### src/rtl/mul_pkg.sv
// Shared types for the time-shared signed shift-add multiplier.
// Imported by the scheduler top.
package mul_pkg;

    typedef enum logic [1:0] {
        S_IDLE,
        S_BUSY,
        S_DONE
    } mul_sched_state_t;

endpackage

### src/rtl/arb_rr_nbit.sv
// Round-robin arbiter: search starts one past the last accepted grant.
// last_grant advances only when the grant is actually accepted.
module arb_rr_nbit #(
    parameter  int NUM_REQ  = 4,
    localparam int ID_WIDTH = $clog2(NUM_REQ)
) (
    input  logic                i_clk,
    input  logic                i_rst_n,
    input  logic [NUM_REQ-1:0]  i_req,
    input  logic                i_accept,
    output logic [NUM_REQ-1:0]  o_grant,
    output logic [ID_WIDTH-1:0] o_grant_idx,
    output logic                o_any
);

    logic [ID_WIDTH-1:0] last_grant;
    logic                found;

    always_comb begin
        o_grant     = '0;
        o_grant_idx = '0;
        found       = 1'b0;
        for (int i = 1; i <= NUM_REQ; i++) begin
            if (!found && i_req[(int'(last_grant) + i) % NUM_REQ]) begin
                found = 1'b1;
                o_grant[(int'(last_grant) + i) % NUM_REQ] = 1'b1;
                o_grant_idx = ID_WIDTH'((int'(last_grant) + i) % NUM_REQ);
            end
        end
    end

    assign o_any = |i_req;

    // Reset to the top slot so requester 0 wins the first contest.
    always_ff @(posedge i_clk or negedge i_rst_n) begin
        if (!i_rst_n) begin
            last_grant <= ID_WIDTH'(NUM_REQ - 1);
        end else if (i_accept) begin
            last_grant <= o_grant_idx;
        end
    end

endmodule

### src/rtl/mul_shift_sched.sv
// One iterative signed shift-add multiplier shared by NUM_REQ requesters.
// Round-robin grant in IDLE, DW BUSY steps, result held in DONE until taken.
module mul_shift_sched
    import mul_pkg::*;
#(
    parameter  int DATA_WIDTH = 8,
    parameter  int NUM_REQ    = 4,
    localparam int ID_WIDTH   = $clog2(NUM_REQ)
) (
    input  logic                          i_clk,
    input  logic                          i_rst_n,
    input  logic [NUM_REQ-1:0]            i_req_valid,
    input  logic [NUM_REQ*DATA_WIDTH-1:0] i_req_num_x,
    input  logic [NUM_REQ*DATA_WIDTH-1:0] i_req_num_y,
    output logic [NUM_REQ-1:0]            o_req_ready,
    output logic                          o_res_valid,
    input  logic                          i_res_ready,
    output logic [2*DATA_WIDTH-1:0]       o_res,
    output logic [ID_WIDTH-1:0]           o_res_id,
    output logic                          o_busy
);

    localparam int CW = $clog2(DATA_WIDTH) + 1;
    localparam logic [CW-1:0] LAST = CW'(DATA_WIDTH - 1);

    mul_sched_state_t state, state_nx;

    logic [NUM_REQ-1:0]      gnt;
    logic [ID_WIDTH-1:0]     gnt_idx;
    logic                    any_req;
    logic                    accept;
    logic                    last_step;
    logic [DATA_WIDTH-1:0]   x_sel;
    logic [DATA_WIDTH-1:0]   y_sel;
    logic [2*DATA_WIDTH-1:0] acc;
    logic [2*DATA_WIDTH-1:0] x_sh;
    logic [2*DATA_WIDTH-1:0] pp;
    logic [DATA_WIDTH-1:0]   y_sh;
    logic [CW-1:0]           cnt;
    logic [ID_WIDTH-1:0]     id_q;

    arb_rr_nbit #(
        .NUM_REQ (NUM_REQ)
    ) u_arb (
        .i_clk       (i_clk),
        .i_rst_n     (i_rst_n),
        .i_req       (i_req_valid),
        .i_accept    (accept),
        .o_grant     (gnt),
        .o_grant_idx (gnt_idx),
        .o_any       (any_req)
    );

    assign accept    = (state == S_IDLE) && any_req;
    assign last_step = (cnt == LAST);
    assign x_sel     = i_req_num_x[int'(gnt_idx)*DATA_WIDTH +: DATA_WIDTH];
    assign y_sel     = i_req_num_y[int'(gnt_idx)*DATA_WIDTH +: DATA_WIDTH];
    assign pp        = y_sh[0] ? x_sh : '0;

    always_ff @(posedge i_clk or negedge i_rst_n) begin
        if (!i_rst_n) begin
            state <= S_IDLE;
        end else begin
            state <= state_nx;
        end
    end

    always_comb begin
        state_nx    = state;
        o_req_ready = '0;
        unique case (state)
            S_IDLE: begin
                if (any_req) begin
                    o_req_ready = gnt;
                    state_nx    = S_BUSY;
                end
            end
            S_BUSY: begin
                if (last_step) begin
                    state_nx = S_DONE;
                end
            end
            S_DONE: begin
                if (i_res_ready) begin
                    state_nx = S_IDLE;
                end
            end
            default: state_nx = S_IDLE;
        endcase
    end

    // The MSB of y carries negative weight, so the final step subtracts.
    always_ff @(posedge i_clk or negedge i_rst_n) begin
        if (!i_rst_n) begin
            acc  <= '0;
            x_sh <= '0;
            y_sh <= '0;
            cnt  <= '0;
            id_q <= '0;
        end else if (accept) begin
            acc  <= '0;
            x_sh <= {{DATA_WIDTH{x_sel[DATA_WIDTH-1]}}, x_sel};
            y_sh <= y_sel;
            cnt  <= '0;
            id_q <= gnt_idx;
        end else if (state == S_BUSY) begin
            acc  <= last_step ? acc - pp : acc + pp;
            x_sh <= x_sh << 1;
            y_sh <= y_sh >> 1;
            cnt  <= cnt + CW'(1);
        end
    end

    assign o_res_valid = (state == S_DONE);
    assign o_busy      = (state != S_IDLE);
    assign o_res       = acc;
    assign o_res_id    = id_q;

endmodule

### config.mk
export PLATFORM = sky130hd
export DESIGN_NAME = mul_shift_sched
export DESIGN_NICKNAME = d
export VERILOG_FILES = /design/src/rtl/mul_pkg.sv /design/src/rtl/arb_rr_nbit.sv /design/src/rtl/mul_shift_sched.sv
export SDC_FILE = /design/constraint.sdc
export NUM_CORES = 1
export LEC_CHECK = 0
export ABC_AREA = 1
export CELL_PAD_IN_SITES_DETAIL_PLACEMENT = 0
export CELL_PAD_IN_SITES_GLOBAL_PLACEMENT = 1
export CORE_MARGIN = 2
export CORE_UTILIZATION = 36
export CTS_BUF_LIST = sky130_fd_sc_hd__clkbuf_16
export CTS_CLUSTER_SIZE = 20
export DETAILED_ROUTE_END_ITERATION = 16
export PLACE_DENSITY = 0.83
export SLEW_MARGIN = 40
export SYNTH_ARGS = -nofsm -noshare
export SYNTH_HDL_FRONTEND = slang
export SYNTH_SLANG_ARGS = --single-unit
### constraint.sdc
create_clock -name i_clk -period 3.8 [get_ports i_clk]
set_clock_uncertainty 0.2 [all_clocks]
set_input_delay 0.76 -clock i_clk [delete_from_list [all_inputs] [get_ports i_clk]]
set_output_delay 0.76 -clock i_clk [all_outputs]
set_load 0.02 [all_outputs]
======== Yosys cells after proc, flatten, opt, wreduce, memory -nomap -nowiden ========
Cells that the tools add are included.
operators by class
  divide/modulo/power cells ............... 0
  bitwise logic cells ..................... 7
  $add $sub $neg .......................... 7
  shift operators ......................... 2
  $mul .................................... 0
  reductions and logical operators ........ 20
  order comparisons ....................... 8
  muxes and demuxes ....................... 47
  equality and inequality tests ........... 6
operators with widths
  kind                                                                                 number
  16-bit 2-to-1 mux                                                                    6
  32-bit by 6-bit indexed part select with 8-bit output                                2
  4-bit 2-to-1 mux                                                                     8
  16-bit adder                                                                         1
  3-bit by 4-bit < comparator with 1-bit output, second input constant                 4
  8-bit 2-to-1 mux                                                                     2
  16-bit subtractor                                                                    1
  1-bit 2-to-1 mux                                                                     15
  2-bit 2-to-1 mux                                                                     7
  3-bit by 1-bit greater-or-equal comparator with 1-bit output, second input constant  4
  4-bit OR                                                                             3
  1-bit binary-select mux with 2-bit select                                            4
  1-bit demux with 2-bit select                                                        4
  1-bit logical AND                                                                    8
  2-bit OR reduction                                                                   4
  2-bit case mux with 3 select lines                                                   1
  2-bit by 1-bit adder with 2-bit output, second input constant                        2
  2-bit adder, second input constant                                                   2
  4-bit by 1-bit adder with 4-bit output, second input constant                        1
  1-bit bitwise AND, first input constant                                              4
  4-bit by 3-bit == test with 1-bit output, second input constant                      1
  2-bit inequality test, second input constant                                         2
  2-bit nonzero test                                                                   2
  4-bit OR reduction                                                                   1
  6 further kinds                                                                      8
word-level totals
  bits in read-only memories .............. 0
  memories kept ........................... 0
  latch bits .............................. 0
  output and inout port bits .............. 24
  memory bits (writable) .................. 0
  flip-flop bits (word level) ............. 50

======== Depth between registers and ports, before layout ========
  depth after elaboration ................. 18
  mapped depth ............................ 20
  gate-level depth less buffers ........... 19

======== By module ========
From an unflattened synthesis, not the netlist that was laid out.
unflattened totals
  cells, all modules ...................... 623
  area total of the unflattened synthesis .. 4299.1 um^2
by module, submodules not included
  module           area each (um^2)  times used  cells each  seq. area each (um^2)
  mul_shift_sched  3711.1            1           531         1201.2
  arb_rr_nbit      588.1             1           92          52.6

======== Worst setup path before layout ========
No wires, ideal clock.
  path type ............................... register to register
  start ................................... register cnt[0]
  end ..................................... register acc[12] (netlist: o_res[12])
  data arrival time ....................... 2878 ps
  setup time .............................. 126 ps
  data required time ...................... 3474 ps
  slack ................................... 596 ps
  cell stages (with the launch flop) ...... 19
  cells stage by stage .................... dfrtp_1 > ha_1 > inv_1 > nor3_1 > inv_1 > buf_2 > o21ai_0 > xor2_1 > inv_1 > ha_1 > nand2_1 > o21ai_0 > a21oi_1 > o21bai_1 > nand3_1 > nand2_1 > nand2_1 > nand2_1 > o21ai_0
between the ends
  longest elaborated chain between the ends .. 4
ends and longest elaborated chain
  element                                   line                    text
  from (decl)                               mul_shift_sched.sv:39   logic [CW-1:0] cnt;
  from (signal assigned)                    mul_shift_sched.sv:110  cnt <= cnt + CW'(1);
  4-bit by 3-bit == test with 1-bit output  mul_shift_sched.sv:55   assign last_step = (cnt == LAST);
  16-bit 2-to-1 mux                         mul_shift_sched.sv:107  acc <= last_step ? acc - pp : acc + pp;
  16-bit 2-to-1 mux                         mul_shift_sched.sv:106  end else if (state == S_BUSY) begin
  16-bit 2-to-1 mux                         mul_shift_sched.sv:100  end else if (accept) begin
  to (signal assigned)                      mul_shift_sched.sv:107
  to (decl)                                 mul_shift_sched.sv:35   logic [2*DATA_WIDTH-1:0] acc;
Every way passes these cells. The select of a mux whose other input is x is not followed.
A chain may end at the register's enable or synchronous reset.

======== Worst setup path in the final report ========
  start ................................... register u_arb.last_grant[0]
  end ..................................... output o_req_ready[2]
between the ends
  longest elaborated chain between the ends .. 16
  elaborated cells between the ends (all ways) .. 62
ends and longest elaborated chain
  element                                                                                            line                                  text
  from (decl)                                                                                        arb_rr_nbit.sv:16                     logic [ID_WIDTH-1:0] last_grant;
  from (signal assigned)                                                                             arb_rr_nbit.sv:37                     last_grant <= ID_WIDTH'(NUM_REQ - 1);
  from (signal assigned)                                                                             arb_rr_nbit.sv:39                     last_grant <= o_grant_idx;
  2-bit by 1-bit adder with 2-bit output                                                             arb_rr_nbit.sv:24, arb_rr_nbit.sv:26
  2-bit OR reduction (no source line) or 1-bit binary-select mux with 2-bit select (tied branches)   --
  1-bit bitwise AND (no source line) or 1-bit 2-to-1 mux (tied branches)                             --
  3-bit by 4-bit < comparator with 1-bit output (not written as such), or another cell as far along  arb_rr_nbit.sv:26                     o_grant[(int'(last_grant) + i) % NUM_REQ] = 1'b1;
  1-bit logical AND (not written as such) or 1-bit 2-to-1 mux (tied branches)                        arb_rr_nbit.sv:26, arb_rr_nbit.sv:24
  1-bit 2-to-1 mux (not written as such) or 1-bit logical NOT (tied branches)                        arb_rr_nbit.sv:26, arb_rr_nbit.sv:24
  1-bit demux with 2-bit select or 1-bit logical AND (tied branches)                                 --
  4-bit 2-to-1 mux or 1-bit 2-to-1 mux (tied branches)                                               arb_rr_nbit.sv:24                     if (!found && i_req[(int'(last_grant) + i) % NUM_REQ]) begin
  4-bit OR (no source line) or 1-bit logical NOT (tied branches)                                     --
  4-bit 2-to-1 mux or 1-bit logical AND (tied branches)                                              arb_rr_nbit.sv:24
  4-bit OR (no source line) or 1-bit 2-to-1 mux (tied branches)                                      --
  4-bit 2-to-1 mux or 1-bit logical NOT (tied branches)                                              arb_rr_nbit.sv:24
  4-bit OR (no source line) or 1-bit logical AND (tied branches)                                     --
  4-bit 2-to-1 mux *                                                                                 arb_rr_nbit.sv:24
  4-bit 2-to-1 mux *                                                                                 mul_shift_sched.sv:73                 if (any_req) begin
  4-bit 2-to-1 mux *                                                                                 mul_shift_sched.sv:71                 unique case (state)
  to (decl)                                                                                          mul_shift_sched.sv:15                 output logic [NUM_REQ-1:0] o_req_ready,
Every way passes the cells marked *; elsewhere a longest branch is shown, timed or not. The select of a mux whose other input is x is not followed.

==> insert_results.sql <==
INSERT INTO impl_metrics (metric_group, metric, value, unit) VALUES
('outcome', 'outcome', 'finished, final reports clean', ''),
('synth', 'synth_seq_cells', '50', ''),
('route', 'route.detailed.wl_per_inst', '12.45', 'um'),
('synth', 'synth.top_cell.area_share', '29.14', '%'),
('route', 'via_count', '4202', ''),
('synth', 'synth_area_per_cell', '6.723', 'um^2'),
('timing', 'rsz0062_at_grt', 'false', ''),
('cts', 'clock_sink_count', '50', ''),
('floorplanning', 'starting_density', '36.56', '%'),
('synth', 'syn_inst', '613', ''),
('setup_path', 'critPathCapture', 'o_req_ready[2]', ''),
('global_route', 'grt_first_pass_wirelength', '18.19', 'mm'),
('cts', 'clk-insertion-delay-late', '0.29', 'ns'),
('timing', 'slew_headroom', '52.41', '%'),
('timing', 'post_route_hold_slack', '0.2132', 'ns'),
('setup_path', 'crit_type', 'flip-flop to output pin', ''),
('floorplanning', 'core_region_area', '11270', 'um^2'),
('synth', 'dominantRegCellSynth', 'dfrtp_1', ''),
('cts', 'clock_tree.root_cell', 'clkbuf_16', ''),
('cts', 'post_cts_buffers', '0', ''),
('floorplanning', 'rows', '39', ''),
('floorplanning', 'dieArea', '12320', 'um^2'),
('setup_path', 'critPathRequiredTime', '2.84', 'ns'),
('cts', 'cts_htree_levels', '2', ''),
('setup_path', 'crit_start', 'u_arb.last_grant[0]$_DFFE_PN1P_', ''),
('worst_hold_path', 'hold_path.class', 'input port to async pin', ''),
('cts', 'cts_hold_buf', '0', ''),
('global_route', 'grt.total_usage', '17.45', '%'),
('timing', 'post-route-min-period', '3.571', 'ns'),
('timing', 'final.period_utilization', '93.98', '%'),
('setup_path', 'worstReg2RegStart', 'cnt[0]$_DFFE_PN0P_', ''),
('synth', 'synth-edff-count', '0', ''),
('setup_path', 'ff2ff_path_depth', '18', ''),
('synth', 'synth_area', '4121', 'um^2'),
('placement', 'buffer_ports.inserted', '94', ''),
('floorplanning', 'dieWidth', '111.0', 'um'),
('floorplanning', 'io_pins', '95', ''),
('timing', 'timing.final.max_slew_violations', '0', ''),
('cts', 'cts_tree', 'done', ''),
('setup_path', 'endpoint_of_the_most_critical_register_to_register_path', 'o_res[12]$_DFFE_PN0P_', ''),
('route', 'drt-pass1-iter-count', '4', ''),
('job', 'maxCapViolCount', '0', ''),
('finish', 'diodes', '0', ''),
('cts', 'cts_repair_resize_count', '4', ''),
('setup_path', 'setup_slack_reg_to_reg', '0.47', 'ns'),
('timing', 'finalSetupTns', '0', 'ns'),
('synth', 'synthTopCellsByArea', 'dfrtp_1 29%, nand2_1 20%, nand3_1 11%', ''),
('setup_path', 'worst-endpoint-arrival', '2.61', 'ns'),
('global_route', 'maximum_number_of_pins_on_one_net_before_global_route_repair', '39', ''),
('finish', 'stdcell_area', '5393', 'um^2'),
('cts', 'clkTransAtPathRegs', '0.07', 'ns'),
('cts', 'cts_buffers', '5', ''),
('placement', 'post-dp-hpwl', '8.435', 'mm'),
('timing', 'maximum_clock_rate', '0.2800', 'GHz'),
('synth', 'synth_cell_type_count', '43', ''),
('global_route', 'antenna_found_initial', '0', ''),
('synth', 'ys_async_sr_fraction', '100.0', '%'),
('finish', 'area_growth', '30.84', '%'),
('route', 'route.detailed.vias_per_inst', '4.920', ''),
('global_route', 'global_route.overflow_total', '0', ''),
('timing', 'timing.final.setup_violations', '0', ''),
('route', 'drc', '0', ''),
('placement', 'place_area', '5248', 'um^2'),
('setup_path', 'worstSetupEndpointType', 'output pin', ''),
('global_route', 'grt_pass1_vias', '4057', ''),
('synth', 'syn_nets', '710', ''),
('finish', 'final_nets', '807', ''),
('timing', 'worst_pin_slew', '0.7121', 'ns'),
('synth', 'ys_warn_count', '0', ''),
('route', 'drt.antenna.violating_nets', '0', ''),
('setup_path', 'path_max_fanout', '11', ''),
('setup_path', 'critical_path.startpoint_type', 'flip-flop', ''),
('finish', 'drive_above_1_share', '7.595', '%'),
('synth', 'synth.largest_area_cell', 'dfrtp_1', ''),
('floorplanning', 'die_height', '111.0', 'um'),
('route', 'detail_route.iter0.violations', '179', ''),
('cts', 'longest_clk_path_bufs', '2', ''),
('timing', 'finalHoldViolations', '0', ''),
('synth', 'yosysSeqAreaShare', '30.42', '%'),
('route', 'detail_route.wirelength', '10.63', 'mm'),
('placement', 'place.gp.congestion', '0.8624', '');
-- flip-flops by register name, indices dropped and copies added, names as in the netlist --
name,count
u_arb.last_grant,2
y_sh,8
o_res,16
o_res_id,2
x_sh,16
cnt,4
state,2
-- synthesized netlist by cell type, types with 2 or more instances --
library cell / n
a21boi_0: 2
o221ai_1: 2
o31ai_1: 4
inv_1: 54
nand2_1: 223
nand2_4: 4
clkbuf_1: 7
a22oi_1: 3
nor2_1: 24
nand3_1: 90
o21ai_0: 28
inv_2: 4
xnor2_1: 4
o21bai_1: 2
o22ai_1: 4
nor3_1: 2
ha_1: 25
nand4_1: 4
buf_6: 5
a21o_1: 3
dfrtp_1: 48
xor2_1: 15
dfstp_2: 2
nand3_2: 3
buf_2: 9
nand2_2: 5
a21oi_1: 21
-- stage by stage --
step                setup slack [ns]  util (%)  cells
floorplan                     0.5956         -    613
global placement             0.03443     46.53    846
detailed placement          -0.03460     46.55    846
CTS                           0.2160     47.84    854
global route                0.002766     47.84    854
finish                        0.2286     47.84    854
-- critical path: stages (launching register included) --
cell,delay [ns]
dfstp_2,0.57
inv_6,0.07
ha_1,0.38
inv_1,0.10
nand2_2,0.10
nand2_4,0.07
inv_2,0.09
nand3_1,0.10
nor2_1,0.16
buf_4,0.14
nand2_1,0.04
nand2_1,0.06
nand2_1,0.05
inv_1,0.06
dlygate4sd2_1,0.32
-- logic make-up after synthesis --
group	share of synthesized area, %
simple gates	38.22
buf+inv	8.803
compound gates	10.44
flops	30.42
fa+ha+maj	8.075
xor+xnor	4.038
-- cell usage in the layout (no fill, tap or decap), types with 5 or more instances in the layout --
master	count
nand2_1	223
xor2_1	15
nand3_1	90
nor2_1	22
a21oi_1	21
clkdlybuf4s50_1	89
o21ai_0	28
buf_4	19
nand2_2	5
ha_1	25
inv_1	54
clkbuf_16	5
dfrtp_1	48
-- per-layer routing --
layer | global-route usage (%) | routed length (um) | up-vias
met5 | 0 | 0 | -
met4 | 3.917 | 118 | 0
met3 | 2.679 | 531 | 9
met2 | 29.08 | 4775 | 120
met1 | 23.99 | 5205 | 1889
li1 | - | - | 2184
-- layout make-up --
cell class,instances,area (um^2)
sequential,50,1254
tap,143,178.9
clock inverter,3,25.02
clock buffer,5,125.1
fill,1130,5879
multi-input combinational,481,2510
inverter,60,231.5
timing repair buffer,112,1069
-- how the worst min path moves through the flow --
stage | end | slack, ns
final | o_res[4]$_DFFE_PN0P_ | 0.21
after global routing | o_res[4]$_DFFE_PN0P_ | 0.26
after CTS | o_res[4]$_DFFE_PN0P_ | 0.24
after detailed placement | y_sh[7]$_DFFE_PN0P_ | 0.27
after global placement | y_sh[7]$_DFFE_PN0P_ | 0.27
after floorplan | y_sh[7]$_DFFE_PN0P_ | 0.25
Power is not shown: default switching activity piles up to over one toggle a cycle in this logic, so the estimate is an artifact.
